<file path="config.mk">
export PLATFORM = sky130hd
export DESIGN_NAME = stage_m_mem
export DESIGN_NICKNAME = d
export VERILOG_FILES = /design/src/rtl/stage_m_mem.sv
export SDC_FILE = /design/constraint.sdc
export NUM_CORES = 1
export LEC_CHECK = 0
export ABC_AREA = 1
export ABC_CLOCK_PERIOD_IN_PS = 2800
export CAP_MARGIN = 20
export CORE_UTILIZATION = 35
export CTS_CLUSTER_SIZE = 20
export DETAILED_ROUTE_END_ITERATION = 6
export GPL_TIMING_DRIVEN = 0
export HOLD_SLACK_MARGIN = 0.12
export PLACE_DENSITY_LB_ADDON = 0.25
export SKIP_CTS_REPAIR_TIMING = 1
export SLEW_MARGIN = 20
export SYNTH_ARGS = -nofsm -noshare
export SYNTH_HDL_FRONTEND = slang
export SYNTH_SLANG_ARGS = --single-unit
</file>
<file path="constraint.sdc">
create_clock -name clk -period 2.8 [get_ports clk]
set_input_delay 0.56 -clock clk [delete_from_list [all_inputs] [get_ports clk]]
set_output_delay 0.56 -clock clk [all_outputs]
set_load 0.005 [all_outputs]
</file>
<file path="src/rtl/stage_m_mem.sv">
// Memory stage of the 5-stage MIPS core: data-memory req/ack port, store alignment,
// load extension and the M/W pipeline register. Optional macro ALIGN_EXC_EN traps misaligned accesses.
module stage_m_mem #(
    parameter int unsigned MAX_WAIT = 16
) (
    input  logic        clk,
    input  logic        reset,
    input  logic [31:0] instr_M,
    input  logic        valid_M,
    input  logic [31:0] v_ALUout_M,
    input  logic [31:0] v_R2_M,
    input  logic [31:0] v_WB_M,
    input  logic [4:0]  a_WB_M,
    output logic        stall_M,
    output logic        m_req,
    output logic        m_we,
    output logic [31:0] m_addr,
    output logic [3:0]  m_be,
    output logic [31:0] m_wdata,
    input  logic        m_ack,
    input  logic [31:0] m_rdata,
    output logic [31:0] instr_W,
    output logic        valid_W,
    output logic [31:0] v_WB_W,
    output logic [4:0]  a_WB_W,
    output logic        bus_err_W,
`ifdef ALIGN_EXC_EN
    output logic        adel_W,
    output logic        ades_W,
    output logic [31:0] badvaddr_W,
`endif
    output logic        dbg_state
);
    typedef enum logic [0:0] {S_IDLE = 1'b0, S_WAIT = 1'b1} state_t;

    localparam logic [7:0] MAX_CNT = 8'(MAX_WAIT);

    state_t     state;
    logic [7:0] count;

    logic is_load, is_store, is_byte, is_half, is_unsigned;
    logic misalign, mem_op, abort;
    logic [7:0]  byte_sel;
    logic [15:0] half_sel;
    logic [31:0] load_data;

    always_comb begin
        is_load     = 1'b0;
        is_store    = 1'b0;
        is_byte     = 1'b0;
        is_half     = 1'b0;
        is_unsigned = 1'b0;
        case (instr_M[31:26])
            6'b100011: is_load = 1'b1;
            6'b100001: begin is_load = 1'b1; is_half = 1'b1; end
            6'b100101: begin is_load = 1'b1; is_half = 1'b1; is_unsigned = 1'b1; end
            6'b100000: begin is_load = 1'b1; is_byte = 1'b1; end
            6'b100100: begin is_load = 1'b1; is_byte = 1'b1; is_unsigned = 1'b1; end
            6'b101011: is_store = 1'b1;
            6'b101001: begin is_store = 1'b1; is_half = 1'b1; end
            6'b101000: begin is_store = 1'b1; is_byte = 1'b1; end
            default: ;
        endcase
    end

`ifdef ALIGN_EXC_EN
    assign misalign = is_half ? v_ALUout_M[0] : (~is_byte & (v_ALUout_M[1:0] != 2'b00));
`else
    assign misalign = 1'b0;
`endif

    assign mem_op = valid_M & (is_load | is_store) & ~misalign;
    // Handshake: m_req stays high with stable addr/be/wdata until the cycle m_ack is seen
    // (or the wait budget expires); m_ack in a cycle without m_req is ignored.
    assign abort     = (state == S_WAIT) & (count == MAX_CNT) & mem_op & ~m_ack;
    assign m_req     = reset & mem_op;
    assign stall_M   = reset & mem_op & ~m_ack & ~abort;
    assign m_we      = mem_op & is_store;
    assign m_addr    = {v_ALUout_M[31:2], 2'b00};
    assign dbg_state = (state == S_WAIT);

    always_comb begin
        m_be    = 4'b1111;
        m_wdata = v_R2_M;
        if (is_store && is_byte) begin
            m_be    = 4'b0001 << v_ALUout_M[1:0];
            m_wdata = {4{v_R2_M[7:0]}};
        end else if (is_store && is_half) begin
            m_be    = v_ALUout_M[1] ? 4'b1100 : 4'b0011;
            m_wdata = {2{v_R2_M[15:0]}};
        end
    end

    // Little-endian lane select from the returned word.
    assign byte_sel = m_rdata[8*v_ALUout_M[1:0] +: 8];
    assign half_sel = v_ALUout_M[1] ? m_rdata[31:16] : m_rdata[15:0];

    always_comb begin
        load_data = m_rdata;
        if (is_byte)
            load_data = is_unsigned ? {24'h0, byte_sel} : {{24{byte_sel[7]}}, byte_sel};
        else if (is_half)
            load_data = is_unsigned ? {16'h0, half_sel} : {{16{half_sel[15]}}, half_sel};
    end

    always_ff @(posedge clk or negedge reset) begin
        if (!reset) begin
            state     <= S_IDLE;
            count     <= 8'd0;
            instr_W   <= 32'd0;
            valid_W   <= 1'b0;
            v_WB_W    <= 32'd0;
            a_WB_W    <= 5'd0;
            bus_err_W <= 1'b0;
`ifdef ALIGN_EXC_EN
            adel_W     <= 1'b0;
            ades_W     <= 1'b0;
            badvaddr_W <= 32'd0;
`endif
        end else begin
            case (state)
                S_IDLE: if (mem_op && !m_ack) begin
                    state <= S_WAIT;
                    count <= 8'd1;
                end
                S_WAIT: if (!mem_op || m_ack || abort) begin
                    state <= S_IDLE;
                    count <= 8'd0;
                end else begin
                    count <= count + 8'd1;
                end
                default: state <= S_IDLE;
            endcase

            if (stall_M) begin
                instr_W   <= 32'd0;
                valid_W   <= 1'b0;
                v_WB_W    <= 32'd0;
                a_WB_W    <= 5'd0;
                bus_err_W <= 1'b0;
            end else if (abort) begin
                instr_W   <= instr_M;
                valid_W   <= 1'b1;
                v_WB_W    <= 32'd0;
                a_WB_W    <= 5'd0;
                bus_err_W <= 1'b1;
            end else begin
                instr_W   <= instr_M;
                valid_W   <= valid_M;
                v_WB_W    <= (mem_op && is_load) ? load_data : v_WB_M;
                a_WB_W    <= (valid_M && misalign) ? 5'd0 : a_WB_M;
                bus_err_W <= 1'b0;
            end
`ifdef ALIGN_EXC_EN
            adel_W <= valid_M & is_load & misalign;
            ades_W <= valid_M & is_store & misalign;
            if (valid_M && misalign)
                badvaddr_W <= v_ALUout_M;
`endif
        end
    end
endmodule

</file>
---- Word-level counts from Yosys, hierarchy flattened ----
Cells that the tools add are included.
storage, ports and cells
  register bits after elaboration ......... 80
  input port bits ......................... 169
  output and inout bits ................... 143
  logic and storage cells ................. 76
operators by class
  add/sub/neg operators ................... 1
  equal/unequal tests ..................... 10
  shift-type cells ........................ 2
  multiplexer cells ....................... 31
  bitwise operators ....................... 12
  reductions and logical operators ........ 13
operator list
  cell                                                                    number
  32-bit two-way mux                                                      10
  6-bit equality test (second input constant)                             8
  32-bit by 6-bit variable part select with 8-bit output                  1
  16-bit two-way mux                                                      1
  8-bit two-way mux                                                       2
  8-bit case mux with 2 select lines                                      1
  4-bit two-way mux                                                       3
  1-bit two-way mux                                                       11
  5-bit two-way mux                                                       2
  3-bit OR reduction                                                      3
  8-bit by 1-bit adder with 8-bit output (second input constant)          1
  1-bit AND                                                               8
  8-bit by 5-bit equality test with 1-bit output (second input constant)  1
  5-bit OR reduction                                                      1
  1-bit logical AND                                                       4
  1-bit by 2-bit << shifter with 4-bit output (first input constant)      1
  1-bit inverter                                                          3
  1-bit zero test                                                         2
  1-bit logical OR                                                        2
  2-bit != test (second input constant)                                   1
  1-bit case mux with 2 select lines                                      1
  2-bit OR reduction                                                      1
  1-bit bitwise OR                                                        1

---- Depth between registers and ports, before layout ----
Gate-level depths: netlist of run 1.
  depth in word-level cells ............... 10
  depth in mapped cells ................... 12
  gate-level depth less buffers ........... 11

---- Worst setup path after synthesis of run 1 ----
No wires, ideal clock.
  path kind ............................... input port to output port
  start point ............................. in instr_M[29]
  end point ............................... out m_wdata[24]
  arrival ................................. 1533 ps
  data required time ...................... 2240 ps
  setup slack ............................. 707 ps
  cell stages on the path ................. 9
  path buffers ............................ 0
  path through ............................ inv_2 > nor2_1 > nand3_1 > nor2_2 > inv_1 > nand2_1 > nand2_1 > o21ai_0 > nand2_1
between the ends
  word-level cells in the longest chain between the ends .. 6
  elaborated cells on any way between the ends .. 17
  those cells by class .................... eq/ne (7); mux (5); reduce/logical (5)
RTL lines
  element                       RTL line  RTL
  start: declaration            8         input logic [31:0] instr_M,
  6-bit equality test           53        case (instr_M[31:26])
  3-bit OR reduction (no line)  -
  1-bit two-way mux             53
  1-bit logical AND             88        end else if (is_store && is_half) begin
  32-bit two-way mux            88
  32-bit two-way mux *          85        if (is_store && is_byte) begin
  end: declaration              19        output logic [31:0] m_wdata,
Mark *: on every way between the ends. The rest lies on a longest branch, timed or not.

---- Final worst setup path of run 1 ----
  start point ............................. in instr_M[31]
  end point ............................... out m_wdata[29]
The elaborated chain is that of the path after synthesis.

==> results of run 1 <==
metal layers:
| metal | vias to the layer above | GRT usage, % | routed length, um |
|---|---|---|---|
| met2 | 254 | 39.9 | 8980 |
| met1 | 2621 | 28.4 | 7550 |
| met5 | - | 0 | 0 |
| met3 | 27 | 5.76 | 1250 |
| li1 | 3006 | - | - |
| met4 | 0 | 8.15 | 358 |
kinds of logic (layout without fill, tap and decap cells):
kind of cell,count (synthesis),count (layout)
fa+ha+maj,2,2
flops,80,80
other cells,1,2
compound gates,43,43
buf+inv,192,505
simple gates,492,492
cell type report:
class	count	area, sq um	share of cell area (%)
Timing Repair Buffer	299	2980	33.6
Multi-Input combinational cell	539	2380	26.9
Sequential cell	80	2000	22.6
Buffer	66	485	5.48
Inverter	124	468	5.28
Clock buffer	10	239	2.70
Tap cell	184	230	2.60
Clock inverter	6	72.6	0.819
how the worst max path moves through the flow:
stage / endpoint / slack, ns / cells after the start
floorplan: m_wdata[24] / 0.71 / 9
global placement: stall_M / -3.26 / 5
detailed placement: m_wdata[29] / -0.68 / 11
CTS: m_wdata[24] / -0.69 / 11
global route: m_wdata[31] / -0.04 / 9
finish: m_wdata[29] / 0.07 / 9
synth_stat cells (all sizes together) (2+ instances only):
library cell and n:
nand3 67, buf 65, a22oi 3, dfrtp 80, nor2 74, nand2 343
ha 2, clkbuf 3, o21ai 30, a21oi 8, inv 123, nand4 8
where the power goes:
group	switching [W]	total (W)	leakage [nW]	internal, W
sequential	0.0000216	0.00125	0.956	0.00123
combinational	0.000352	0.000872	3.58	0.000520
clock	0.000514	0.00124	0.156	0.000730
registers in the layout, summed over array words and instances (netlist names):
name and flops:
count 8, v_WB_W 32, a_WB_W 5, instr_W 32, dbg_state 1, valid_W 1
bus_err_W 1
worst max-delay path: stages:
cell and delay (ns):
clkbuf_2 0.11, inv_2 0.05, nor2_4 0.24, nand3_4 0.16
buf_4 0.18, nor2_4 0.19, o21ai_0 0.11, nand2_1 0.06
clkdlybuf4s50_1 0.50
stage by stage:
step	area, sq um	setup WS (ns)
after floorplan	5250	0.707
after detailed placement	8300	-0.678
after global routing	8860	-0.0388
final	8860	0.0697
after CTS	8610	-0.694
after global placement	8280	-3.26
==> results.md, run 1 <==
* Run status: finished, final reports clean
* Leak Pwr at roughly 4.7 nW
* CTS H-tree depth at 3
* RSZ-0062 raised after global routing: true
* Clock Skew at 0.00399 ns
* Clock latency on the worst-skew pair at 0.34 ns
* Worst slew margin at 64.6%
* Clk slew on worst S/H paths at roughly 0.06 ns
* Largest family of logic cells by synthesized area: simple AND/OR/NAND/NOR gates
* Fmax at 0.366 GHz
* WHS at 0.140 ns
* Final worst path period need at between 2 and 3 ns
* Area Overhead vs Synth at 68.7%
* Initial core utilization at between 30% and 40%
* Complex-gate fraction of the synthesized area at about 4.4%
* Hold Vio Cnt, Final at 0
* Fin util at between 60% and 70%
* Post-synth EDFFs at 0
* Final setup fails at 0
* Syn_area_per_cell at 6.48 sq um
* Simple-gate share of the synthesized area at 38.9%
* Largest net degree at the start of global routing at 58
* Die Span Y at 124 um
* Xor/xnor share of the synthesized area at 0%
* Crit. End Element: primary output
* Post-synth ARST share at 100%
* Worst-path maximum fanout at 8
* Kind of critical path: in2out
* All-Layer GR Usage at a little under a quarter
* Maximum vdd ir drop at 277 uV
* Vias per Instance at ~4.5
* Crit path required time at approximately 2.2 ns
* Setup tns final at 0 ns
* Register bit total from synthesis at 80
* Placed Cells at 1275
* Most area-consuming cells after synthesis: dfrtp_1 (38%), nand2_1 (24%), inv_1 (8.5%)
* Commonest cells after routing, fill and taps aside: nand2_1 (339), clkdlybuf4s50_1 (266), inv_1 (115)
* Detailed Route WL at 18100 um
* HPWL Detailed at about 14000 um
* FP Rows at between 40 and 50
* Worst path arrival time at 2.17 ns
* Fin nets at 1290
* Area of the mapped netlist at ~5200 sq um
* Clock sink count at 80
* R2R cell count at 8
* CTS tree: done
* Synth cell types at 28
* CTS max path bufs at 2
* Buffers added on ports at 279
* Via Count at slightly below 6000
* Hold Crit Class: in2async
* Commonest non-fill, non-tap cell in the layout: nand2_1
* Global-route wire length before repair at 28700 um
* Root buf cell: clkbuf_16
* Die width at 124 um
* RR Startpoint: count[0]
* Power density cells at 380 nW/um^2
* Share of post-route cells with drive strength above 1 at between 10% and 20%
* Die ar. at 15500 sq um
* Final ANT Viol Nets at 0
* Core Area at 14600 sq um
* Yosys top cell by area: dfrtp_1
* Vias in the first global route at 5797
* R2r setup slk at 1.02 ns
* Multiplexer share of the synthesized area at 0%
* DR DRC count at 0
* Period utilisation layout at 97.5%
* Top FF cell, synth: dfrtp_1
* Start point of the critical path: instr_M[31]
* Ys Warns at 0
* Post-Synth Adder-Cell Area at 0.477%
* 1st-iter DRT viols at 434
* Ant diodes at 0
* Synth Instances at 810
* WL/cell at 13.9 um
* CTS Buf Count at 9
* Non-filler cells, final at 1308
* Drt first pass iters at 5
* GP Congestion at 0.905
* Overall power at 0.00336 W
* Worst Tran Pin Value at 0.530 ns
* Boundary pin count at 312
* Fill count at 1342
* Gr ovfl total at 0
* Synth top area share at 38.1%
* Startpoint types: primary input
* Final Max Slew Viols at 0
* Worst R2R End: v_WB_W[6]
* Maxcap violations at 0
* Initial antenna violation count at 0
* Sequential fraction of the synthesis area at 38.1%
No activity file was read; power rests on OpenSTA's default activity.
==> run 2: changes to the inputs <==
Settings changed: CORE_MARGIN from default to 8.
==> results.md, run 2 (synthesis results as in run 1) <==
* Kind of critical path: in2out
* CTS max path bufs at 2
* Final ANT Viol Nets at 0
* Overall power at roughly 0.0033 W
* Final Max Slew Viols at 0
* Hold Vio Cnt, Final at 0
* Startpoint types: primary input
* Fill count at 1339
* Fmax at 0.368 GHz
* FP Rows at 44
* WL/cell at between 15 and 20 um
* Non-filler cells, final at between 1000 and 1500
* Vias in the first global route at 5782
* Clock sink count at 80
* CTS tree: done
* Detailed Route WL at a little over 20000 um
* HPWL Detailed at 16500 um
* Commonest non-fill, non-tap cell in the layout: nand2_1
* Power density cells at 366 nW/um^2
* Clock latency on the worst-skew pair at 0.35 ns
* Drt first pass iters at 5
* Die ar. at 19200 sq um
* Core Area at 14600 sq um
* 1st-iter DRT viols at 341
* CTS Buf Count at 9
* GP Congestion at 0.928
* Final setup fails at 0
* Maximum vdd ir drop at 303 uV
* R2r setup slk at between 0.9 and 1 ns
* Hold Crit Class: in2async
* Vias per Instance at 4.54
* Clock Skew at 0.00829 ns
* Worst slew margin at a little under two thirds
* Ant diodes at 0
* Share of post-route cells with drive strength above 1 at between 10% and 20%
* Worst-path maximum fanout at 6
* Maxcap violations at 0
* Die width at 138 um
* Worst path arrival time at between 2 and 2.5 ns
* Largest registers: instr_W (32), v_WB_W (32), count (8)
* Commonest cells after routing, fill and taps aside: nand2_1 (335), clkdlybuf4s50_1 (255), inv_1 (116)
* Leak Pwr at 4.82 nW
* Fin nets at 1299
* Via Count at 5974
* Initial core utilization at 36.0%
* Boundary pin count at 312
* Initial antenna violation count at 0
* Crit. End Element: primary output
* Root buf cell: clkbuf_16
* Area Overhead vs Synth at 70.1%
* Fin util at 61.2%
* Buffers added on ports at 279
* Placed Cells at 1275
* WHS at 0.123 ns
* CTS H-tree depth at 3
* DR DRC count at 0
* Global-route wire length before repair at 31000 um
* Gr ovfl total at 0
* Die Span Y at 138 um
* Largest net degree at the start of global routing at 44
* Final worst path period need at ~2.7 ns
* Crit path required time at approximately 2.2 ns
* Worst Tran Pin Value at 0.547 ns
* Period utilisation layout at 97.0%
* Run status: finished, final reports clean
* All-Layer GR Usage at between 20% and 30%
* Clk slew on worst S/H paths at 0.07 ns
* Setup tns final at 0 ns
-- run 2: path summary, 6_finish.rpt --
check / start / endpoint / cells after the start
max: instr_M[29] / m_wdata[31] / 10
min: reset / v_WB_W[16] / 1
max reg2reg: count[0] / instr_W[5] / 11
min reg2reg: count[5] / count[5] / 2
max in group asynchronous: reset / instr_W[24] / 2
min in group clk: instr_M[31] / instr_W[31] / 3
-- run 2: metal layers --
layer | GRT usage (%) | vias up | share of wire, %
li1 | - | 3020 | -
met1 | 22.8 | 2680 | 40
met3 | 7.81 | 24 | 8.7
met4 | 5.03 | 0 | 1.6
met2 | 35.1 | 250 | 50
met5 | 0 | - | 0
-- run 2: worst max-delay path, cell delays in order --
cell and delay (ns):
dlymetal6s2s_1 0.17, inv_2 0.10, nor2_4 0.14, nand3_4 0.10, buf_4 0.16, nor2_4 0.14, buf_6 0.14, nand2_1 0.06
nand3_1 0.07, clkdlybuf4s50_1 0.50
-- run 2: final cells by class --
class | count | area, sq um | share of cell area [%]
clock inverter | 6 | 50.0 | 0.560
timing repair buffer | 308 | 3070 | 34.4
sequential | 80 | 2000 | 22.4
clock buffer | 10 | 239 | 2.68
inverter | 124 | 475 | 5.32
buffer | 66 | 483 | 5.41
tap | 184 | 230 | 2.58
multi-input combinational | 539 | 2380 | 26.6
-- run 2: through the flow --
stage | area [sq um] | setup slack (ns)
global placement | 8280 | -3.25
global route | 8930 | -0.00364
CTS | 8580 | -0.772
detailed placement | 8290 | -0.730
finish | 8930 | 0.0835
floorplan | 5250 | 0.707
-- run 2: power by group --
part           internal [W]  switching [W]  total [W]
combinational      0.000506       0.000353   0.000859
clock              0.000639       0.000523    0.00116
sequential          0.00123      0.0000211    0.00125
total               0.00237       0.000896    0.00327
==> run 3: changes to the inputs <==
Settings changed: SETUP_SLACK_MARGIN from default to 0.1.
==> results.md, run 3 (synthesis results as in run 1) <==
* Run status: finished, final reports clean
* Commonest non-fill, non-tap cell in the layout: nand2_1
* Die ar. at 19200 sq um
* Commonest cells after routing, fill and taps aside: nand2_1 (335), clkdlybuf4s50_1 (250), inv_1 (117)
* WL/cell at between 15 and 20 um
* Non-filler cells, final at 1320
* Fin nets at around 1300
* Crit. End Element: primary output
* Initial antenna violation count at 0
* FP Rows at between 40 and 50
* Overall power at 0.00327 W
* Detailed Route WL at 20600 um
* Drt first pass iters at 5
* Startpoint types: primary input
* Share of post-route cells with drive strength above 1 at 13.6%
* All-Layer GR Usage at 20.2%
* Largest net degree at the start of global routing at 44
* CP cell instances: dlymetal6s2s_1, nor2_4, nand3_4, buf_4, nor2_4, clkinvlp_4, buf_4, nand2_1, nand2_1, o21ai_0, nand2_1, clkbuf_2
* Placed Cells at 1275
* Global-route wire length before repair at 31000 um
* Area Overhead vs Synth at 70.3%
* CTS tree: done
* Ant diodes at 0
* Power density cells at 365 nW/um^2
* Buffers added on ports at ~280
* Die Span Y at 138 um
* DR DRC count at 0
* Clk slew on worst S/H paths at about 0.07 ns
* Die width at 138 um
* R2r setup slk at 0.98 ns
* Initial core utilization at 36.0%
* Worst path arrival time at 2.10 ns
* Fill count at 1340
* CTS H-tree depth at 3
* Kind of critical path: in2out
* GP Congestion at just over 0.9
* Final ANT Viol Nets at 0
* Largest registers: instr_W (32), v_WB_W (32), count (8)
* Period utilisation layout at 95.1%
* Core Area at 14600 sq um
* Vias per Instance at 4.54
* Crit path top cell by count: nand2_1
* Area occupied by multi-input gates at 2380 sq um
* Worst Tran Pin Value at 0.554 ns
* Largest delay share family, worst path: buffers and inverters
* Reg area at 2000 sq um
* HPWL Detailed at 16500 um
* CP Depth at 12
* CP max stage delay at 0.20 ns
* Vias in the first global route at 5782
* Slowest CP cell: nor2_4
* Via Count at 5989
* Hold Crit Class: in2async
* RSZ-0062 raised after global routing: true
* R2R cell count at 11
* CTS max path bufs at 2
* Hold Vio Cnt, Final at 0
* Clock latency on the worst-skew pair at roughly 0.35 ns
* Worst R2R End: instr_W[5]
* Final worst path period need at 2.66 ns
* RR Startpoint: count[0]
* 1st-iter DRT viols at 352
* Leak Pwr at 4.86 nW
* Root buf cell: clkbuf_16
* Worst-path maximum fanout at 6
* Maximum vdd ir drop at 294 uV
* CTS Buf Count at 9
* CP bufs+invs at 5
* Gr ovfl total at 0
* Final Max Slew Viols at 0
* Maxcap violations at 0
* Post-route cell area at 8940 sq um
* Fmax at 0.375 GHz
* Clock sink count at 80
* Final setup fails at 0
* Clock Skew at 0.00879 ns
* Worst slew margin at 63.1%
* Crit path required time at about 2.2 ns
* Boundary pin count at 312
* Placed cell areas at 8290 sq um
run 3: cell count changes in the layout (fill, tap and decap cells not counted):
cell / delta
buf_2: +1
buf_6: +2
clkbuf_2: +4
clkdlybuf4s50_1: -5
clkinvlp_4: -1
dlymetal6s2s_1: +1
inv_1: +1
o21ai_0: -2
o21ai_1: +2
run 3: final cells by class:
class	instances	area share [%]
timing repair buffer	310	34.5
multi-input combinational	539	26.6
sequential	80	22.4
buffer	67	5.46
inverter	124	5.28
clock buffer	10	2.67
tap	184	2.58
clock inverter	6	0.560
run 3: worst max path at each step:
stage | start | end | slack [ns]
after floorplan | instr_M[29] | m_wdata[24] | 0.71
after global placement | reset | stall_M | -3.25
after detailed placement | instr_M[29] | m_wdata[28] | -0.73
after CTS | instr_M[29] | m_wdata[28] | -0.77
after global routing | instr_M[30] | m_wdata[28] | 0.05
final | instr_M[30] | m_wdata[28] | 0.14
run 3: where the power goes:
part           total [W]  leakage, nW  switching [W]  internal [W]
Clock            0.00116        0.142       0.000523      0.000639
Combinational   0.000857         3.76       0.000354      0.000503
Sequential       0.00125        0.956      0.0000211       0.00123
run 3: layer usage:
| layer | up-vias | share of wire, % | wire length [um] | track usage (%) |
|---|---|---|---|---|
| met5 | - | 0 | 0 | 0 |
| li1 | 3030 | - | - | - |
| met3 | 18 | 8.6 | 1770 | 7.81 |
| met4 | 0 | 1.4 | 278 | 5.03 |
| met1 | 2697 | 40 | 8260 | 22.8 |
| met2 | 244 | 50 | 10300 | 35.1 |
run 3: metrics by stage:
stage / hold WS [ns] / setup WS, ns / TNS, ns / util [%]
floorplan: 0.264 / 0.707 / 0 / -
global placement: 0.528 / -3.25 / -326.99 / 56.7
detailed placement: 0.541 / -0.730 / -17.13 / 56.8
CTS: 0.209 / -0.772 / -18.15 / 58.8
global route: 0.239 / 0.0474 / 0 / 61.3
finish: 0.202 / 0.137 / 0 / 61.3
